--- src/rtl/dds_pkg.sv ---
// Shared constants and types for the sine-table DDS address generator.
package dds_pkg;

   localparam int                PHASE_W     = 32;
   localparam int                TBL_LOG2    = 10;
   localparam logic [31:0]       DEFAULT_FTW = 32'h0040_0000;

   typedef logic [PHASE_W-1:0] phase_t;

   typedef enum logic [1:0] {
      IDLE = 2'd0,
      RUN  = 2'd1,
      PEND = 2'd2
   } dds_state_e;

endpackage

--- src/rtl/valid_delay_line.sv ---
// Fixed-depth shift register that delays a strobe by DEPTH clocks; flushed by reset.
module valid_delay_line #(
   parameter int DEPTH = 2
) (
   input  logic clk,
   input  logic rst,
   input  logic din,
   output logic dout
);

   logic [DEPTH-1:0] pipe_r;

   // Strobe shift chain, stage 0 takes the input.
   always_ff @(posedge clk) begin
      if (rst) begin
         pipe_r <= {DEPTH{1'b0}};
      end else begin
         pipe_r[0] <= din;
         for (int i = 1; i < DEPTH; i++) begin
            pipe_r[i] <= pipe_r[i-1];
         end
      end
   end

   assign dout = pipe_r[DEPTH-1];

endmodule

--- src/rtl/sine_dds_addr_gen.sv ---
// DDS phase accumulator producing sine-table RAM addresses, with a tuning-word
// handshake and a valid strobe aligned to the RAM read data.
module sine_dds_addr_gen #(
   parameter int                        PHASE_W     = dds_pkg::PHASE_W,
   parameter int                        ADDR_W      = 11,
   parameter int                        TBL_LOG2    = dds_pkg::TBL_LOG2,
   parameter int                        RAM_LATENCY = 2,
   parameter logic [PHASE_W-1:0]        DEFAULT_FTW = dds_pkg::DEFAULT_FTW,
   parameter int                        SYNC_LOAD   = 1
) (
   input  logic               clka,
   input  logic               rsta,
   input  logic               en,
   input  logic               phase_clr,
   input  logic [PHASE_W-1:0] ftw_data,
   input  logic               ftw_valid,
   output logic               ftw_ready,
   output logic [ADDR_W-1:0]  addra,
   output logic               ena,
   output logic               wrap,
   output logic               sample_valid
);

   import dds_pkg::*;

   localparam bit SYNC_EN = (SYNC_LOAD != 0);

   logic [PHASE_W-1:0] acc_r;
   logic [PHASE_W-1:0] ftw_active_r;
   logic [PHASE_W-1:0] ftw_pend_r;
   logic               pend_valid_r;
   logic               pend_valid_s;
   dds_state_e         state_r;
   dds_state_e         state_s;
   logic               ftw_ready_r;
   logic               wrap_r;
   logic               ena_r;
   logic [PHASE_W:0]   sum_s;
   logic               carry_s;
   logic               accept_s;
   logic               apply_s;

   assign sum_s    = {1'b0, acc_r} + {1'b0, ftw_active_r};
   assign carry_s  = sum_s[PHASE_W];
   assign accept_s = ftw_valid & ftw_ready_r;

   // Pending-word bookkeeping and next-state selection.
   always_comb begin
      apply_s      = 1'b0;
      pend_valid_s = pend_valid_r;
      state_s      = state_r;

      // A held word lands on a carry or a phase clear, never on its own accept edge.
      if (SYNC_EN) begin
         apply_s = pend_valid_r & (phase_clr | (en & carry_s));
      end else begin
         apply_s = 1'b0;
      end

      if (accept_s && SYNC_EN) begin
         pend_valid_s = 1'b1;
      end else if (apply_s) begin
         pend_valid_s = 1'b0;
      end else begin
         pend_valid_s = pend_valid_r;
      end

      case (state_r)
         IDLE: begin
            if (!en) begin
               state_s = IDLE;
            end else if (pend_valid_s) begin
               state_s = PEND;
            end else begin
               state_s = RUN;
            end
         end
         RUN, PEND: begin
            if (!en) begin
               state_s = IDLE;
            end else if (pend_valid_s) begin
               state_s = PEND;
            end else begin
               state_s = RUN;
            end
         end
         default: state_s = IDLE;
      endcase
   end

   // Control state, tuning-word registers and handshake ready.
   always_ff @(posedge clka) begin
      if (rsta) begin
         state_r      <= IDLE;
         pend_valid_r <= 1'b0;
         ftw_pend_r   <= {PHASE_W{1'b0}};
         ftw_active_r <= DEFAULT_FTW;
         ftw_ready_r  <= 1'b0;
      end else begin
         state_r      <= state_s;
         pend_valid_r <= pend_valid_s;
         ftw_ready_r  <= (state_s != PEND);
         if (accept_s && SYNC_EN) begin
            ftw_pend_r <= ftw_data;
         end
         if (apply_s) begin
            ftw_active_r <= ftw_pend_r;
         end else if (accept_s && !SYNC_EN) begin
            ftw_active_r <= ftw_data;
         end
      end
   end

   // Phase accumulator, carry pulse and RAM enable.
   always_ff @(posedge clka) begin
      if (rsta) begin
         acc_r  <= {PHASE_W{1'b0}};
         wrap_r <= 1'b0;
         ena_r  <= 1'b0;
      end else begin
         ena_r <= en;
         if (phase_clr) begin
            acc_r  <= {PHASE_W{1'b0}};
            wrap_r <= 1'b0;
         end else if (en) begin
            acc_r  <= sum_s[PHASE_W-1:0];
            wrap_r <= carry_s;
         end else begin
            wrap_r <= 1'b0;
         end
      end
   end

   valid_delay_line #(
      .DEPTH (RAM_LATENCY)
   ) u_valid_delay (
      .clk  (clka),
      .rst  (rsta),
      .din  (ena_r),
      .dout (sample_valid)
   );

   assign addra     = {{(ADDR_W-TBL_LOG2){1'b0}}, acc_r[PHASE_W-1 -: TBL_LOG2]};
   assign ena       = ena_r;
   assign wrap      = wrap_r;
   assign ftw_ready = ftw_ready_r;

endmodule
--- config.mk ---
export PLATFORM = sky130hd
export DESIGN_NAME = sine_dds_addr_gen
export DESIGN_NICKNAME = d
export VERILOG_FILES = /design/src/rtl/dds_pkg.sv /design/src/rtl/valid_delay_line.sv /design/src/rtl/sine_dds_addr_gen.sv
export SDC_FILE = /design/constraint.sdc
export NUM_CORES = 1
export LEC_CHECK = 0
export CORE_ASPECT_RATIO = 0.6
export CORE_MARGIN = 1.5
export CORE_UTILIZATION = 50
export DETAILED_ROUTE_END_ITERATION = 12
export PLACE_DENSITY = 0.71
export SLEW_MARGIN = 20
export SYNTH_ARGS = -nofsm -noshare
export SYNTH_HDL_FRONTEND = slang
export SYNTH_SLANG_ARGS = --single-unit
--- constraint.sdc ---
create_clock -name clka -period 6 [get_ports clka]
set_clock_uncertainty 0.1 [all_clocks]
set_input_delay 0.6 -clock clka [delete_from_list [all_inputs] [get_ports clka]]
set_output_delay 0.6 -clock clka [all_outputs]
set_load 0.02 [all_outputs]
# [After elaboration in Yosys (flattened, before gate mapping)]
# Cells that the tools add are included.
[totals] register_bits=104 in_bits=37 output_inout_bits=15 word_cells=27
[op_classes] add_sub_neg=1 n_eq_ne=3 mux=5 bitwise=5 n_reduce_logical=4
[op_table] operator="$add 32x32->33" count=1
[op_table] operator="$mux 2" count=3
[op_table] operator="$reduce_or 3->1" count=2
[op_table] operator="$and 1x1->1" count=3
[op_table] operator="$eq 2x1->1 const B" count=1
[op_table] operator="$eq 2x2->1 const B" count=1
[op_table] operator="$logic_not 2->1" count=1
[op_table] operator="$mux 1" count=2
[op_table] operator="$ne 2x2->1 const B" count=1
[op_table] operator="$reduce_or 2->1" count=1
[op_table] operator="$not 1->1" count=1
[op_table] operator="$or 1x1->1" count=1

# [Longest topological paths before layout]
[logic_depth] word_depth=10 mapped_depth=11 mapped_depth_nobuf=10

# [Hierarchy]
# Synthesis repeated with hierarchy kept, for this count alone.
[unflattened] cells_unflattened=642 area_unflattened_um2=5490.3
[modules_own_cells] mod="sine_dds_addr_gen" n_inst=1 cells_per_inst=638 area_per_inst_um2=5437.7 seq_area_each_um2=2042.0
[modules_own_cells] mod="valid_delay_line" n_inst=1 cells_per_inst=4 area_per_inst_um2=52.6 seq_area_each_um2=40.0

# [Worst setup path after synthesis]
# Ideal clock, no wire load.
[synth_timing] path_kind="register to register" startpoint="reg acc_r[0]" endpoint="reg ftw_active_r[10]" setup_ns=0.128 t_arrival_ns=2.759 t_required_ns=5.772 path_slack_ns=3.014 path_stages_with_launch=12 path_buffers=1 synth_period_minus_slack_ns=2.986 cell_sequence="dfxtp_1 ha_1 fa_1 a21o_1 a221o_1 a221oi_2 a2111o_1 a21oi_2 a31oi_4 buf_6 mux2i_1 nor2_1"
[synth_between] elab_chain_cells=4
[synth_rtl] element="from (decl)" line_no="sine_dds_addr_gen.sv:28" source="logic [PHASE_W-1:0] acc_r;"
[synth_rtl] element="from (signal assigned)" line_no="sine_dds_addr_gen.sv:117" source="acc_r <= {PHASE_W{1'b0}};"
[synth_rtl] element="from (signal assigned)" line_no="sine_dds_addr_gen.sv:123" source="acc_r <= {PHASE_W{1'b0}};"
[synth_rtl] element="from (signal assigned)" line_no="sine_dds_addr_gen.sv:126" source="acc_r <= sum_s[PHASE_W-1:0];"
[synth_rtl] element="$add 32x32->33" line_no="sine_dds_addr_gen.sv:43" source="assign sum_s = {1'b0, acc_r} + {1'b0, ftw_active_r};"
[synth_rtl] element="$and 1x1->1" line_no="sine_dds_addr_gen.sv:55" source="apply_s = pend_valid_r & (phase_clr | (en & carry_s));"
[synth_rtl] element="$or 1x1->1" line_no="sine_dds_addr_gen.sv:55"
[synth_rtl] element="$and 1x1->1" line_no="sine_dds_addr_gen.sv:55"
[synth_rtl] element="to (signal assigned)" line_no="sine_dds_addr_gen.sv:107" source="ftw_active_r <= ftw_pend_r;"
[synth_rtl] element="to (signal assigned)" line_no="sine_dds_addr_gen.sv:109" source="ftw_active_r <= ftw_data;"
[synth_rtl] element="to (decl)" line_no="sine_dds_addr_gen.sv:29" source="logic [PHASE_W-1:0] ftw_active_r;"
# No other way between the ends.
# A chain may end at the register's enable or synchronous reset.

# [Final worst setup path]
[layout_timing] startpoint="reg acc_r[0]" endpoint="reg ftw_active_r[15]"
# The elaborated chain is that of the path after synthesis.

==> flow_summary.toml <==
[status]
status = "complete, no violations"

[routing]
vias_per_cell = 5.66
drt-initial-drc-count = 399
first_pass_iters = 5
post-route-drc-count = 0
postRouteAntennaNets = 0
post_drt_wl_per_cell_um = 16.4
vias = 4550
wirelength_um = 13200

[clock_tree]
cts_tree = "yes"
root_buffer = "clkbuf_16"
cts_setup_buffers = 0
clkLatencyLatePin_ps = 350
cts_buffers = 9
clk_pin_slew_ps = 80
cts_max_path_buffers = 2
cts_resized = 0
ctsHoldBuffers = 0
cts_max_level = 3
clock-sinks = 104

[cells_and_area]
multi_input_area_um2 = 3060
final_layout_size_suffix_gt1_share_pct = 4.66
num_antenna_cells = 0
regArea_um2 = 2080
final_nets = 730
syn_to_final_growth_pct = 14.8
fillCellCount = 939
final_area_um2 = 6210

[timing]
relSlewSlack_pct = 35.9
setup_tns_ps = 0
rsz0062_at_grt = "false"
worst_pin_slew_ps = 958
setup_violations = 0
finalHoldViolCount = 0
period_needed_ps = 3720
max_freq_mhz = 269
slew_violations = 0
setup_slack_ps = 2280
period_share_pct = 62.0

[setup_path]
rr_startpoint = "acc_r[0]"
critPathMaxFanout = 23
worstPathArrival_ps = 3830
critPathKind = "register to register"
cp-end-kind = "register"
crit_start = "acc_r[0]"
worst-endpoint-required_ps = 6110
startpoint_type = "register"

[grt]
grt_overflow = 0
antenna_found_initial = 0
grt_pass1_wl_um = 21700
grtUsageTotal_pct = 24.1
grt_start_max_net_pins = 75
grt_pass1_vias = 4296

[placed_design]
portBuffers = 50
placed_area_um2 = 5870
place_ws_ps = 2330
finalWeightedCongestion = 0.920
dpl.hpwl_um = 9610

[power]
power.density_nw_per_um2 = 236
p_leak_nw = 2.71
peakVddDrop_uv = 135

[worst_hold_path]
hold_path.class = "register to register"
hold_start = "u_valid_delay.pipe_r[0]"

[floorplanning]
die_w_um = 137
rows = 29
io_pins = 52
fp.dieH_um = 83.6
core-area_um2 = 10600
start_util_pct = 51.2
die_area_um2 = 11500

[yosys]
synth.avg_cell_area_um2 = 8.46
syn_nets = 709
syn_area_um2 = 5410
yosysUniqueCellTypes = 52
yosysWarnings = 0
seq_area_frac_synth_pct = 38.5
synth-edff-count = 0
async_flop_share_pct = 0
synth_seq_cells = 104
synth_cells = 639
synth_ff_type = "dfxtp_1"

[job]
maxCapViolCount = 0
[power breakdown]
group          internal (W)  leakage [nW]  switching, W
Combinational     0.0000478          1.70     0.0000569
Clock              0.000350         0.163      0.000291
Sequential         0.000706         0.843     0.0000111
[metal layers]
metal	vias up	GRT usage, %	share of wire, %
li1	2263	-	-
met1	2142	37.9	53
met2	135	33.2	39
met3	10	5.53	6.6
met4	0	4.50	0.67
met5	-	0	0
[critical path, cell delays in order (launching register included)]
cell,delay (ps)
dfxtp_1,320
ha_1,220
fa_1,420
a21o_1,200
a221o_1,360
a221oi_2,370
a2111o_1,230
a21oi_2,100
a31oi_4,480
buf_4,440
mux2i_1,270
nor2_1,60
[final timing paths]
path                                           endpoint  slack (ps)  depth (start not counted)
worst max-delay path                   ftw_active_r[15]        2280                         11
worst min-delay path            u_valid_delay.pipe_r[1]         360                          1
worst max register to register         ftw_active_r[15]        2280                         11
worst min register to register  u_valid_delay.pipe_r[1]         360                          1
[logic make-up after synthesis]
kind of cell / after synthesis / synth area share, %
and+or+nand+nor: 210 / 16.8
AOI/OAI and AO/OA: 162 / 18.8
DFF: 104 / 38.5
buffers and inverters: 55 / 5.00
muxes: 48 / 8.88
adders and majority gates: 33 / 7.77
xor gates and xnor gates: 26 / 4.21
other: 1 / 0.0693
[per-stage QoR]
stage          total power [W]  utilization [%]  hold slack [ps]  instances
2_1_floorplan         0.000796                -              314        639
3_3_place_gp          0.000834             55.6              335        788
3_5_place_dp          0.000837             55.6              347        788
4_1_cts                0.00147             58.8              364        804
5_1_grt                0.00152             58.8              369        804
6_report               0.00146             58.8              361        804
[cells in the mapped netlist, drive strengths merged (2+ instances only)]
| master | number | share of area, % |
|---|---|---|
| a211o | 2 | 0.32 |
| a211oi | 6 | 0.83 |
| a21o | 13 | 1.8 |
| a21oi | 68 | 6.4 |
| a22oi | 2 | 0.28 |
| a311o | 2 | 0.37 |
| a31oi | 10 | 1.4 |
| a32o | 2 | 0.37 |
| and2 | 5 | 0.58 |
| and3 | 6 | 0.69 |
| buf | 18 | 2.4 |
| clkbuf | 25 | 1.7 |
| dfxtp | 104 | 38 |
| ha | 32 | 7.4 |
| inv | 12 | 0.83 |
| mux2i | 48 | 8.9 |
| nand2 | 84 | 5.8 |
| nand2b | 4 | 0.46 |
| nand3 | 16 | 1.5 |
| nand3b | 3 | 0.42 |
| nand4 | 4 | 0.46 |
| nor2 | 72 | 5.0 |
| nor2b | 5 | 0.58 |
| nor3 | 2 | 0.19 |
| o2111ai | 2 | 0.32 |
| o211ai | 4 | 0.56 |
| o21a | 5 | 0.69 |
| o21ai | 29 | 2.7 |
| o21bai | 6 | 0.83 |
| or2 | 4 | 0.46 |
| or3 | 3 | 0.35 |
| xnor2 | 15 | 2.4 |
| xor2 | 11 | 1.8 |
[cell type report]
| cell class | instances | share of cell area, % |
|---|---|---|
| sequential | 104 | 33.5 |
| timing repair buffer | 53 | 8.26 |
| clock inverter | 6 | 1.51 |
| clock buffer | 10 | 3.85 |
| inverter | 12 | 0.726 |
| multi-input combinational | 480 | 49.3 |
| tap | 139 | 2.80 |
[layout by cell type (no fill, tap or decap), types with 13 or more instances in the layout]
cell type / count
ha_1: 32
a21oi_1: 67
nand3_1: 16
mux2i_1: 48
xnor2_1: 15
a21o_1: 13
clkdlybuf4s50_1: 48
nand2_1: 83
dfxtp_1: 104
nor2_1: 72
o21ai_0: 29
[flip-flops by register name, summed over array words and instances, names as in the netlist]
| register | flops |
|---|---|
| acc_r | 32 |
| ftw_active_r | 32 |
| ftw_pend_r | 32 |
| state_r | 2 |
| u_valid_delay.pipe_r | 2 |
| ena | 1 |
| ftw_ready | 1 |
| pend_valid_r | 1 |
| wrap | 1 |
Note: power is estimated with default switching activity, not from simulation.
